<file path="src/rtl/alu_pkg.sv">
// alu_pkg -- shared types and constants for the ALU issue controller.
//   NBITS_DEFAULT : default operand width
//   op_e          : ALU opcode (OP_MUL, OP_ADD, OP_LUT, OP_LOGIC)
//   FL_*          : FuncL logic-select encodings
//   pwr_state_e   : power FSM state codes, also visible on pwr_state
//   alu_cmd_t     : command layout {a, b, op, funcl, lut} at default width
package alu_pkg;

  localparam int NBITS_DEFAULT = 8;

  typedef enum logic [1:0] {
    OP_MUL   = 2'd0,
    OP_ADD   = 2'd1,
    OP_LUT   = 2'd2,
    OP_LOGIC = 2'd3
  } op_e;

  // FuncL: 1 AND, 2 OR, 0 and 3 both select XOR.
  localparam logic [1:0] FL_XOR  = 2'd0;
  localparam logic [1:0] FL_AND  = 2'd1;
  localparam logic [1:0] FL_OR   = 2'd2;
  localparam logic [1:0] FL_XOR3 = 2'd3;

  typedef enum logic [1:0] {
    PWR_ACTIVE = 2'd0,
    PWR_DRAIN  = 2'd1,
    PWR_SLEEP  = 2'd2,
    PWR_WAKE   = 2'd3
  } pwr_state_e;

  typedef struct packed {
    logic [NBITS_DEFAULT-1:0] a;
    logic [NBITS_DEFAULT-1:0] b;
    logic [1:0]               op;
    logic [1:0]               funcl;
    logic [NBITS_DEFAULT-1:0] lut;
  } alu_cmd_t;

endpackage

</file>
<file path="src/rtl/alu_cmd_fifo.sv">
// alu_cmd_fifo -- DEPTH-entry synchronous FIFO for ALU commands.
//   clk, rst_n : clock, asynchronous active-low reset (empties the FIFO)
//   push       : write push_data when not full (ignored when full, even
//                if a pop happens in the same cycle)
//   push_data  : payload of type T
//   pop        : advance the read pointer when not empty
//   pop_data   : head entry (valid when !empty)
//   full/empty : occupancy flags
// Handshake: an entry moves in only on push & !full, out only on pop & !empty.
module alu_cmd_fifo #(
  parameter int  DEPTH = 4,
  parameter type T     = logic [7:0]
) (
  input  logic clk,
  input  logic rst_n,
  input  logic push,
  input  T     push_data,
  input  logic pop,
  output T     pop_data,
  output logic full,
  output logic empty
);

  localparam int AW = $clog2(DEPTH);

  T             mem [DEPTH];
  logic [AW:0]  wptr;
  logic [AW:0]  rptr;
  logic         do_push;
  logic         do_pop;

  // Extra pointer MSB tells full (wrapped) from empty (same lap).
  assign empty    = (wptr == rptr);
  assign full     = (wptr[AW] != rptr[AW]) && (wptr[AW-1:0] == rptr[AW-1:0]);
  assign do_push  = push && !full;
  assign do_pop   = pop && !empty;
  assign pop_data = mem[rptr[AW-1:0]];

  always_ff @(posedge clk or negedge rst_n) begin
    if (!rst_n) begin
      wptr <= '0;
      rptr <= '0;
    end else begin
      if (do_push) wptr <= wptr + 1'b1;
      if (do_pop)  rptr <= rptr + 1'b1;
    end
  end

  // Storage needs no reset: entries are only read between the pointers.
  always_ff @(posedge clk) begin
    if (do_push) mem[wptr[AW-1:0]] <= push_data;
  end

endmodule

</file>
<file path="src/rtl/alu_issue_ctrl.sv">
// alu_issue_ctrl -- buffers ALU commands and issues them to a power-gated ALU.
//   clk, rst_n         : clock, asynchronous active-low reset
//   in_valid/in_ready  : command handshake, transfer when both are 1;
//                        in_ready is simply "FIFO not full" (0 in reset)
//   in_a, in_b, in_op, in_funcl, in_lut : command fields
//   sleep_req          : level request to power the ALU down
//   A, B, OP_CODE, FuncL, Lut_prog : registered operands to the ALU
//   go_sleep           : 1 = ALU running, 0 = ALU powered down
//   res_valid          : ALU output valid, ALU_LAT cycles after operands
//   pwr_state          : FSM state code (ACTIVE 0, DRAIN 1, SLEEP 2, WAKE 3)
module alu_issue_ctrl
  import alu_pkg::*;
#(
  parameter int NBITS    = NBITS_DEFAULT,
  parameter int DEPTH    = 4,
  parameter int ALU_LAT  = 1,
  parameter int WAKE_CYC = 4
) (
  input  logic             clk,
  input  logic             rst_n,
  input  logic             in_valid,
  output logic             in_ready,
  input  logic [NBITS-1:0] in_a,
  input  logic [NBITS-1:0] in_b,
  input  logic [1:0]       in_op,
  input  logic [1:0]       in_funcl,
  input  logic [NBITS-1:0] in_lut,
  input  logic             sleep_req,
  output logic [NBITS-1:0] A,
  output logic [NBITS-1:0] B,
  output logic [1:0]       OP_CODE,
  output logic [1:0]       FuncL,
  output logic [NBITS-1:0] Lut_prog,
  output logic             go_sleep,
  output logic             res_valid,
  output logic [1:0]       pwr_state
);

  // Same layout as alu_cmd_t, sized by this instance's NBITS.
  typedef struct packed {
    logic [NBITS-1:0] a;
    logic [NBITS-1:0] b;
    logic [1:0]       op;
    logic [1:0]       funcl;
    logic [NBITS-1:0] lut;
  } cmd_t;

  localparam int WCW = (WAKE_CYC > 1) ? $clog2(WAKE_CYC) : 1;
  localparam logic [WCW-1:0] WAKE_LAST = WCW'(WAKE_CYC - 1);

  pwr_state_e     state;
  logic [WCW-1:0] wake_cnt;
  // vpipe[0] marks operands on the ALU this cycle; vpipe[ALU_LAT] is the
  // matching result cycle. Any bit set means a command is still in flight.
  logic [ALU_LAT:0] vpipe;

  cmd_t push_cmd;
  cmd_t head_cmd;
  logic fifo_full;
  logic fifo_empty;
  logic push;
  logic issue;

  assign in_ready  = rst_n && !fifo_full;
  assign push      = in_valid && in_ready;
  // A raised sleep_req blocks the issue in the very cycle it is seen.
  assign issue     = (state == PWR_ACTIVE) && !sleep_req && !fifo_empty;
  assign res_valid = vpipe[ALU_LAT];
  assign pwr_state = state;

  assign push_cmd = '{a: in_a, b: in_b, op: in_op, funcl: in_funcl, lut: in_lut};

  alu_cmd_fifo #(
    .DEPTH (DEPTH),
    .T     (cmd_t)
  ) u_fifo (
    .clk       (clk),
    .rst_n     (rst_n),
    .push      (push),
    .push_data (push_cmd),
    .pop       (issue),
    .pop_data  (head_cmd),
    .full      (fifo_full),
    .empty     (fifo_empty)
  );

  always_ff @(posedge clk or negedge rst_n) begin
    if (!rst_n) begin
      state    <= PWR_ACTIVE;
      wake_cnt <= '0;
      vpipe    <= '0;
      go_sleep <= 1'b1;
      A        <= '0;
      B        <= '0;
      OP_CODE  <= '0;
      FuncL    <= '0;
      Lut_prog <= '0;
    end else begin
      vpipe <= {vpipe[ALU_LAT-1:0], issue};

      // Operands hold their last value whenever nothing is issued.
      if (issue) begin
        A        <= head_cmd.a;
        B        <= head_cmd.b;
        OP_CODE  <= head_cmd.op;
        FuncL    <= head_cmd.funcl;
        Lut_prog <= head_cmd.lut;
      end

      case (state)
        PWR_ACTIVE: begin
          if (sleep_req) state <= PWR_DRAIN;
        end
        PWR_DRAIN: begin
          if (!sleep_req) begin
            state <= PWR_ACTIVE;
          end else if (vpipe == '0) begin
            // Nothing in flight: power down and isolate the ALU inputs.
            state    <= PWR_SLEEP;
            go_sleep <= 1'b0;
            A        <= '0;
            B        <= '0;
            OP_CODE  <= '0;
            FuncL    <= '0;
            Lut_prog <= '0;
          end
        end
        PWR_SLEEP: begin
          A        <= '0;
          B        <= '0;
          OP_CODE  <= '0;
          FuncL    <= '0;
          Lut_prog <= '0;
          if (!sleep_req) begin
            state    <= PWR_WAKE;
            go_sleep <= 1'b1;
            wake_cnt <= '0;
          end
        end
        PWR_WAKE: begin
          // Supply settling; sleep_req is not looked at until ACTIVE.
          if (wake_cnt == WAKE_LAST) begin
            state <= PWR_ACTIVE;
          end else begin
            wake_cnt <= wake_cnt + 1'b1;
          end
        end
        default: state <= PWR_ACTIVE;
      endcase
    end
  end

endmodule

</file>
<file path="config.mk">
export PLATFORM = sky130hd
export DESIGN_NAME = alu_issue_ctrl
export DESIGN_NICKNAME = d
export VERILOG_FILES = /design/src/rtl/alu_pkg.sv /design/src/rtl/alu_cmd_fifo.sv /design/src/rtl/alu_issue_ctrl.sv
export SDC_FILE = /design/constraint.sdc
export NUM_CORES = 1
export LEC_CHECK = 0
export CORE_MARGIN = 1
export CORE_UTILIZATION = 40
export DETAILED_ROUTE_END_ITERATION = 6
export PLACE_DENSITY_LB_ADDON = 0.15
export SETUP_SLACK_MARGIN = 0.15
export SYNTH_ARGS = -nofsm -noshare
export SYNTH_HDL_FRONTEND = slang
export SYNTH_SLANG_ARGS = --single-unit
</file>
<file path="constraint.sdc">
create_clock -name clk -period 4.8 [get_ports clk]
set_input_delay 0.96 -clock clk [delete_from_list [all_inputs] [get_ports clk]]
set_output_delay 0.96 -clock clk [all_outputs]
set_load 0.1 [all_outputs]
</file>
==> out/results.txt <==
The run finished, with violations left. The final reports fail on DRC. The logs give 1214 for the number of filler cells placed in the layout and 65 for the I/O pin total. The largest individual stage delay along the critical path comes from the cell sky130_fd_sc_hd__clkdlybuf4s50_1. Power spread over the standard cell area amounts to 725 nW/um^2. The smallest clock period supported by the final layout is computed as 3030 ps.

The cell area that synthesis handed to floorplanning was 6080 sq um. The logs give 349 for the synthesized instance count and 41 for the largest net degree at the start of global routing. The logs give 2400 ps for the reg-to-reg setup timing slack and 621 for the non-filler instance count after layout. After detailed routing, the number of vias per cell comes to 5.10. The post-route cell area is 7490 sq um, and the number of pins with negative max-slew slack in the final report is 0. Setup repair after global routing left no endpoint under its margin.

For the worst setup path, the data required time is 3840 ps. The total track usage is 15.7%. The worst path uses 63.1% of the clock period. The slew at the pin with the worst max-slew slack came out at 1010 ps.

STA classifies the critical path endpoint as an output port. Once the clock tree was built, the resizer swapped 0 gates to a different size. The share of the core filled with cells in the final layout was 51.0%. Setup slack closes at 1770 ps. The prevailing post-synth register cell is sky130_fd_sc_hd__edfxtp_1. The run gives 0 as the count of endpoints failing setup in the final report.

The via count of the first global-routing pass was 3323. The logs give 0.275 mV for the maximum VDD drop and 2.68 nW for the leakage power total. CTS built an H-tree with a depth of 4.

The tools report the buffers inserted during post-CTS setup optimization as 0. Traced cell by cell, the critical path runs through clkdlybuf4s50_1. The tools report the number of distinct library cell variants in the gate-level netlist after synthesis as 36. Once placement completed, the tool counted placed cells totaling 589.

Setup total negative slack on the finished layout was measured at 0 ps. The tightest min-delay check is of the input port to asynchronous set/reset pin type. Measured against its own limit, the worst slew margin works out to 32.6%.

The logs give 2 for the number of buffers on the longest clock path and 0 for the global-route congestion overflow total. Of all nets on the critical path, the largest fanout is 3. Max-cap violations in this run came to 0. For the residual antenna-violating net count after detailed routing, the log shows 0. Yosys mapped a number of flops with a built-in enable equal to 112. The top cell types in the final layout, fill and taps aside, are sky130_fd_sc_hd__edfxtp_1, sky130_fd_sc_hd__nand2_1, sky130_fd_sc_hd__clkdlybuf4s50_1.

TritonCTS built the clock tree. Summing all placed instances gives a cell area of 6890 sq um. Clock latency on the worst-skew pair, taken at its later pin, is 410 ps. The routed design has 11100 um of wire.

The number of nets handed over by synthesis was 392. The average instance area after synthesis came out at 17.4 sq um. The area growth from synthesis to layout is 23.1%.

The achievable frequency is 0.330 GHz. Summed over all nets, the switching power comes to 2.23 mW. Sequential cells were found to cover 72.2% of the synthesized design area.

The internal portion of the total power is 3.20 mW. The classification of the worst setup path is flop to output port. The synthesized design contains 153 register bits. Data arrives at the worst endpoint at 2070 ps. The commonest non-fill, non-tap cell in the layout is sky130_fd_sc_hd__edfxtp_1.

The cell at the root of the clock tree is sky130_fd_sc_hd__clkbuf_16. After synthesis, the share of flip-flops with an asynchronous set or reset is 26.8%. Per report_power, the clock group accounts for 24.5% of the total.

The total power came out at 5.43 mW. Dividing the detail-routed wire length by the instance count gives 17.8 um. The first global-routing pass estimated 18100 um of wire. The die covers 15700 sq um.

The run gives 3167 as the via total after detailed routing. The run gives 467 as the post-layout net count. The die is 125 um wide. Detailed placement finished with a half-perimeter wire length of 6510 um. From bottom edge to top edge, the die measures 125 um. For this run, the number of Yosys warnings is 0. Buffers inserted during clock tree synthesis total 17. Before CTS, the worst setup slack after placement is 1630 ps.

Before antenna repair, the detailed router went through 7 iterations. The first routing iteration left 148 violations. For the final database, setup skew stands at 8.06 ps. In this design, the largest share of critical-path delay is due to buffers and inverters. The total area inside the core boundary comes to 14700 sq um. In the routed design, unresolved DRC markers number 2. Hold timing on the final database bottoms out at a slack of 356 ps.

In this run, flip-flops and latches consume 33.9% of the power. The number of antenna cells inserted is 0, and the number of buffer and inverter instances along the worst setup path is 1. The floorplan has 44 rows. Of the cells placed in the final design, the portion with a size suffix greater than 1 is 18.3%.

The clock sink total was 153; the stage delay of the slowest cell on the critical path was 1120 ps. STA classifies the critical path startpoint as a flop. Number of antenna violations at the first check in global routing: 0. Final count of hold timing violations: 0. The count of buffers from port buffering works out to 64. The clock-pin slew reported for the worst setup and hold paths after clock tree synthesis came out at 60 ps.

The run gives 41.6% as the share of total power in combinational logic. The logs give 41.4% for the starting density of the core and 0 for the quantity of hold-fixing buffers added after cts. At the end of routability-driven placement, the weighted congestion stood at 0.745. Net switching is 41.1% of the power.
## flip-flops by register name, indices dropped and copies added (netlist names), named ones only
| name | cells |
|---|---|
| B | 8 |
| A | 8 |
| u_fifo.rptr | 3 |
| u_fifo.wptr | 3 |
| FuncL | 2 |
| vpipe | 2 |
| u_fifo.mem | 112 |
| wake_cnt | 2 |
| Lut_prog | 8 |
| pwr_state | 1 |
| go_sleep | 1 |
| OP_CODE | 2 |
## metal layers
metal	routed length, um	vias up	GRT usage, %
met5	0	-	0
met4	90	0	5.60
met3	383	6	4.66
met2	5890	60	27.2
met1	4690	1625	18.6
li1	-	1476	-
## Yosys cell counts, types with 2 or more instances
library cell | number | area share [%]
sky130_fd_sc_hd__mux4_1 | 6 | 2.6
sky130_fd_sc_hd__and2_1 | 4 | 0.41
sky130_fd_sc_hd__ha_1 | 11 | 2.3
sky130_fd_sc_hd__nor2_1 | 3 | 0.19
sky130_fd_sc_hd__mux2i_1 | 2 | 0.33
sky130_fd_sc_hd__xor2_1 | 4 | 0.58
sky130_fd_sc_hd__buf_4 | 4 | 0.49
sky130_fd_sc_hd__inv_1 | 6 | 0.37
sky130_fd_sc_hd__a32oi_1 | 2 | 0.29
sky130_fd_sc_hd__a21oi_1 | 22 | 1.8
sky130_fd_sc_hd__o21ai_0 | 3 | 0.25
sky130_fd_sc_hd__buf_2 | 6 | 0.49
sky130_fd_sc_hd__dfrtp_1 | 40 | 16
sky130_fd_sc_hd__nand2_1 | 62 | 3.8
sky130_fd_sc_hd__a21oi_2 | 10 | 1.4
sky130_fd_sc_hd__xnor2_1 | 5 | 0.72
sky130_fd_sc_hd__nor2b_1 | 3 | 0.31
sky130_fd_sc_hd__mux4_2 | 22 | 8.1
sky130_fd_sc_hd__edfxtp_1 | 112 | 55
sky130_fd_sc_hd__inv_2 | 2 | 0.12
sky130_fd_sc_hd__buf_6 | 4 | 0.74
sky130_fd_sc_hd__nor3_1 | 2 | 0.16
## path summary, 6_finish.rpt
path	from	end	cells past startpoint
max in group asynchronous	rst_n	u_fifo.rptr[1]	2
min reg2reg	vpipe[0]	vpipe[1]	0
max reg2reg	u_fifo.rptr[1]	u_fifo.mem[0][21]	5
min in group clk	vpipe[0]	vpipe[1]	0
min	rst_n	u_fifo.rptr[0]	1
max	go_sleep	go_sleep	1
## logic make-up (layout without fill, tap and decap cells)
| kind of cell | Yosys count | in the layout | share of synthesized area (%) |
|---|---|---|---|
| buf+inv | 24 | 112 | 2.53 |
| compound gates | 47 | 47 | 5.59 |
| fa+ha+maj | 11 | 11 | 2.26 |
| flops | 153 | 153 | 72.2 |
| mux | 30 | 30 | 11.1 |
| xor+xnor | 9 | 9 | 1.30 |
| simple gates | 75 | 75 | 5.08 |
## layout make-up
type	instances	area (sq um)	area share (%)
clock buffers	19	443	5.91
clock inverters	13	154	2.05
inverters	8	30.0	0.401
multi-input cells	172	1550	20.7
flip-flops and latches	153	4390	58.6
well taps	184	230	3.07
repair buffers	72	693	9.25
## power by group through the flow
| stage | registers, mW | clock network, mW | logic, mW |
|---|---|---|---|
| global route | 1.87 | 1.42 | 2.41 |
| floorplan | 2.69 | 0 | 0.965 |
| finish | 1.84 | 1.33 | 2.26 |
| detailed placement | 1.87 | 0 | 2.29 |
| CTS | 1.85 | 1.36 | 2.29 |
| global placement | 1.87 | 0 | 2.28 |
Note: power is estimated with default switching activity, not from simulation.
